==> src/rtl/uart_tx_arbiter.sv <==
// Round-robin arbiter sharing one UART transmit FIFO write port among N_REQ byte producers.
// Optional idle-valid packet abort is enabled by defining UART_ARB_TIMEOUT_EN.
module uart_tx_arbiter #(
  parameter int unsigned N_REQ          = 4,
  parameter int unsigned TIMEOUT_CYCLES = 1024
) (
  input  logic               clk,
  input  logic               rst_n,
  input  logic [N_REQ-1:0]   req_valid,
  input  logic [8*N_REQ-1:0] req_data,
  input  logic [N_REQ-1:0]   req_last,
  output logic [N_REQ-1:0]   req_ready,
  input  logic               Tx_full,
  output logic [7:0]         w_data,
  output logic               wr_uart,
  output logic [N_REQ-1:0]   grant,
  output logic               busy,
  output logic               timeout_err
);

  localparam int unsigned IdxW = (N_REQ > 1) ? $clog2(N_REQ) : 1;
  localparam logic [IdxW:0]   NReqW   = (IdxW+1)'(N_REQ);
  localparam logic [IdxW-1:0] LastIdx = IdxW'(N_REQ - 1);

  typedef enum logic [0:0] {StIdle, StXfer} state_e;

  state_e            state_q, state_d;
  logic [N_REQ-1:0]  grant_q, grant_d;
  logic [IdxW-1:0]   rr_ptr_q, rr_ptr_d;

  logic              xfer;
  logic [IdxW-1:0]   g_idx;
  logic [IdxW-1:0]   nxt_ptr;
  logic              g_valid;
  logic              g_last;
  logic              arb_found;
  logic [IdxW-1:0]   arb_idx;
  logic [IdxW:0]     cand;
  logic              timeout_hit;

  // First valid requester searching upward from rr_ptr with wrap.
  always_comb begin
    arb_found = 1'b0;
    arb_idx   = '0;
    cand      = '0;
    for (int unsigned i = 0; i < N_REQ; i++) begin
      cand = {1'b0, rr_ptr_q} + i[IdxW:0];
      if (cand >= NReqW) begin
        cand = cand - NReqW;
      end
      if (!arb_found && req_valid[cand[IdxW-1:0]]) begin
        arb_found = 1'b1;
        arb_idx   = cand[IdxW-1:0];
      end
    end
  end

  always_comb begin
    g_idx = '0;
    for (int unsigned i = 0; i < N_REQ; i++) begin
      if (grant_q[i]) begin
        g_idx = i[IdxW-1:0];
      end
    end
  end

  assign nxt_ptr   = (g_idx == LastIdx) ? '0 : g_idx + 1'b1;
  assign xfer      = (state_q == StXfer);
  assign g_valid   = req_valid[g_idx];
  assign g_last    = req_last[g_idx];
  assign busy      = xfer;
  assign grant     = grant_q;
  assign wr_uart   = xfer & g_valid & ~Tx_full;
  assign req_ready = (xfer && !Tx_full) ? grant_q : '0;
  assign w_data    = wr_uart ? req_data[{g_idx, 3'b000} +: 8] : 8'h00;

`ifdef UART_ARB_TIMEOUT_EN
  localparam int unsigned CntW = (TIMEOUT_CYCLES > 2) ? $clog2(TIMEOUT_CYCLES) : 1;

  logic [CntW-1:0] cnt_q, cnt_d;
  logic            timeout_err_q, timeout_err_d;

  // Tx_full stalls with valid held high never advance the counter.
  assign timeout_hit = xfer && !g_valid && (cnt_q == CntW'(TIMEOUT_CYCLES - 1));

  always_comb begin
    cnt_d         = cnt_q;
    timeout_err_d = timeout_hit;
    if (!xfer || wr_uart || timeout_hit) begin
      cnt_d = '0;
    end else if (!g_valid) begin
      cnt_d = cnt_q + 1'b1;
    end
  end

  always_ff @(posedge clk or negedge rst_n) begin
    if (!rst_n) begin
      cnt_q         <= '0;
      timeout_err_q <= 1'b0;
    end else begin
      cnt_q         <= cnt_d;
      timeout_err_q <= timeout_err_d;
    end
  end

  assign timeout_err = timeout_err_q;
`else
  assign timeout_hit = 1'b0;
  assign timeout_err = 1'b0;
`endif

  always_comb begin
    state_d  = state_q;
    grant_d  = grant_q;
    rr_ptr_d = rr_ptr_q;
    unique case (state_q)
      StIdle: begin
        if (arb_found) begin
          state_d          = StXfer;
          grant_d          = '0;
          grant_d[arb_idx] = 1'b1;
        end
      end
      StXfer: begin
        if ((wr_uart && g_last) || timeout_hit) begin
          state_d  = StIdle;
          grant_d  = '0;
          rr_ptr_d = nxt_ptr;
        end
      end
      default: begin
        state_d = StIdle;
        grant_d = '0;
      end
    endcase
  end

  always_ff @(posedge clk or negedge rst_n) begin
    if (!rst_n) begin
      state_q  <= StIdle;
      grant_q  <= '0;
      rr_ptr_q <= '0;
    end else begin
      state_q  <= state_d;
      grant_q  <= grant_d;
      rr_ptr_q <= rr_ptr_d;
    end
  end

endmodule

==> config.mk <==
export PLATFORM = sky130hd
export DESIGN_NAME = uart_tx_arbiter
export DESIGN_NICKNAME = d
export VERILOG_FILES = /design/src/rtl/uart_tx_arbiter.sv
export SDC_FILE = /design/constraint.sdc
export NUM_CORES = 1
export LEC_CHECK = 0
export CAP_MARGIN = 10
export CORE_MARGIN = 4
export CORE_UTILIZATION = 34
export CTS_BUF_LIST = sky130_fd_sc_hd__clkbuf_4
export DETAILED_ROUTE_END_ITERATION = 6
export MAX_ROUTING_LAYER = met4
export PLACE_DENSITY = 0.79
export SYNTH_ARGS = -nofsm -noshare
export SYNTH_HDL_FRONTEND = slang
export SYNTH_SLANG_ARGS = --single-unit
==> constraint.sdc <==
create_clock -name clk -period 1.6 [get_ports clk]
set_input_delay 0.16 -clock clk [delete_from_list [all_inputs] [get_ports clk]]
set_output_delay 0.16 -clock clk [all_outputs]
set_load 0.03 [all_outputs]
==> run summary <==
The utilization after layout is 70.8%. The CTS tree is yes. Entering global routing, the biggest net connects 13 pins. The critical path is of the reg2out type. The number of cells in the design after placement is 208.

The proportion of register bits with asynchronous set or reset after synthesis is 100%. The total net switching power is 1400 uW. The average size of a mapped cell is 9.02 um2.

The number of buffers created by CTS is 3. The setup clock skew after layout is 0.0153 ns. Derived from the worst setup path, the maximum achievable clock frequency is 0.569 GHz. The worst setup path is launched from a flip-flop.

Setup repair after global routing could not meet its margin everywhere. The area of the die came out at 3690 um2. The aggregate routed wire length came out at 3150 um. Detailed routing inserted a total of 1,102 vias.

The required time of the critical path came out at 1.44 ns. The netlist area before placement is 947 um2. The initial antenna violation count is 0.

The first global-routing pass estimated 5050 um of wire. The Yosys step of the flow raised 0 warnings. The run finished, with violations left. The internal power of the cells totals 1550 uW. After global routing the overflow that remains totals 0. The count of flip-flops with a built-in enable after synthesis is 0. The number of slew-limit violations in the final report is 0. The clock share of power came out at 6.1%.

The root buffer cell chosen for the clock tree is clkbuf_4. The static leakage came out at 0.000762 uW. The total area inside the core boundary comes to 2570 um2. The register bit count reported by yosys is 7. The power per cell area is 1620 nW/um2.

At the end of routability-driven placement, the weighted congestion stood at 0.851. The post-synthesis cell type count is 35. The number of sinks handled by clock tree synthesis came out at 7. In this run the horizontal extent of the chip is 60.8 um.

The number of nets produced by synthesis is 148. By instance count, the leading cell after synthesis is mux2i_1. Dividing the final minimum period by the clock period gives 110%.

The clock passes through at most 2 buffers. Sorting the synthesized cells by area gives the leading types as dfrtp_1 (18%), mux2i_1 (18%), nor2_4 (11%). The area share of the largest cell type after synthesis came out at 18.5%. In this run the worst setup path begins at grant[1]$_DFFE_PN0P_. Summed over all instances, the cell type with the most area after synthesis is dfrtp_1.

The number of hold buffers added after CTS was 0. Cells with a size suffix above 1 make up 38.5% of the layout. The residual DRC count is 0. The data arrival time of the worst path is 1.60 ns. By count the netlist is led by mux2i_1 (17), nand2_1 (14), nor2_4 (9), o21ai_0 (9), dfrtp_1 (7). The switching share of power is 47.4%. The total of max-cap violations is 0.

The gate count of the mapped netlist is 105. The via count of the first global-routing pass is 1,175. Of all nets on the critical path, the largest fanout is 5.

The most used flip-flop cell after synthesis is dfrtp_1. The final cell count without fillers is 217. Setup violations remaining at the end of the flow were counted as 16. The number of cells traversed by the worst register-to-register path came out at 6.

The height of the die is 60.8 um. Across the VDD grid, the largest voltage drop is 0.00114 V. The setup check on the worst reg-to-reg path leaves a slack of -0.15 ns. Subtracting the final worst setup slack from the clock period gives 1.76 ns. The startpoint of the lowest-slack register-to-register path is grant[1]$_DFFE_PN0P_.

The worst register-to-register path ends at rr_ptr_q[0]$_DFFE_PN0P_. The post-detailed-route count of antenna-violating nets is 0. The fraction of the yosys area taken by sequential cells is 18.5%.

For this configuration, the core starts out at a cell density of 36.9%. The class of the tightest hold or removal check is in2async. The number of primary I/O pins is 62.

The checks that failed: setup timing. The first-pass detailed-route iteration total is 4. The routed wire length per instance is 14.5 um. The number of DRC markers in iteration 0 is 34. The count of standard-cell rows came out at 18. The clock input transition at the sequential cells of the worst setup and hold paths came out at 0.06 ns. The worst setup path is captured at an output pin. The final critical-path setup slack is -0.158 ns. The growth of design area from synthesis to finish is 91.8%. The final hold violation count is 0. The final antenna diode count is 0. The clock network latency to the later pin of the worst-skew pair is 0.25 ns. In this run the number of H-tree levels came out at 1.

The proportion of power drawn by combinational gates came out at 82.3%. The final-stage net count is 231. The overall routing resource usage came out at 18.5%. The number of port buffers is 60. The HPWL after detailed placement is 2490 um. The via-per-instance ratio came out at 5.08. The fraction of power consumed by sequential logic came out at 11.6%.
[logic make-up (layout without fill, tap and decap cells)]
group | after synthesis | in the layout | share of synthesized area (%)
mux | 19 | 19 | 21.1
simple gates | 44 | 45 | 30.8
buf+inv | 12 | 93 | 8.72
other cells | 1 | 1 | 0.396
flops | 7 | 7 | 18.5
compound gates | 22 | 22 | 20.5
[power groups by stage]
stage / combinational (uW) / sequential (uW) / clock, uW
after floorplan: 1370 / 418 / 0
after CTS: 2340 / 339 / 180
after global routing: 2600 / 354 / 190
after detailed placement: 2120 / 351 / 0
final: 2430 / 342 / 180
after global placement: 2080 / 351 / 0
[worst max-delay path by stage]
stage                                         end  depth (start not counted)
final                                   w_data[6]                          5
after global routing                    w_data[2]                          6
after CTS                               w_data[6]                          5
after detailed placement  rr_ptr_q[1]$_DFFE_PN0P_                          5
after global placement                  w_data[7]                          6
after floorplan                         w_data[0]                          6
[sequential cells by signal (all words and copies together), names as in the netlist]
register and flops:
busy 1, rr_ptr_q 2, grant 4
[cells in the final DEF (no fill, tap or decap), drive strengths merged]
cell,count
nand2,14
mux2i,17
and2,3
nor3,1
a21oi,1
nand3b,2
dfrtp,7
nand2b,4
inv,4
buf,39
nand3,3
dlygate4sd2,1
mux2,2
o221a,1
and2b,1
clkbuf,4
o2111ai,1
conb,1
a221oi,1
or2,1
o32ai,4
clkdlybuf4s50,44
dlymetal6s2s,1
a21o,1
nor2,12
and3,2
or3b,1
o41ai,2
nor2b,1
o21ai,11
[per-stage QoR]
step	total power [uW]	setup TNS (ns)	worst slack, ns	hold slack [ns]	instance area (um2)
after floorplan	1790	-1.19	-0.132	-0.136	955
after global placement	2430	-0.582	-0.0606	0.433	1650
after detailed placement	2470	-0.853	-0.109	0.437	1650
after CTS	2860	-1.27	-0.147	0.164	1770
after global routing	3150	-2.56	-0.216	0.190	1820
final	2950	-1.66	-0.158	0.160	1820
[routing by layer]
metal / up-vias / track usage (%) / wire length, um
met5: - / - / 0
met4: 0 / 5.57 / 19
met3: 2 / 1.28 / 149
met2: 46 / 34.5 / 1750
met1: 515 / 20.8 / 1230
li1: 539 / - / -
[critical path, stage by stage (launching register included)]
cell	delay, ns
dfrtp_2	0.46
mux2i_1	0.15
o221a_4	0.25
nand2b_4	0.21
nor2_4	0.13
buf_6	0.13
[final cells by class]
type,count,area (um2)
tap,30,37.5
timing repair buffer,85,807
multi-input combinational,87,749
inverter,4,15.0
fill,206,751
sequential,7,178
clock buffer,4,30.0
[repair_timing]
| item | in CTS | in global routing |
|---|---|---|
| resized for setup | 19 | 9 |
| gates cloned | 1 | 0 |
| setup buffers | 3 | 2 |
| endpoints found under the setup margin | 10 | 17 |
| pin swaps | 0 | 10 |
Power figures use the tool's default switching activity.
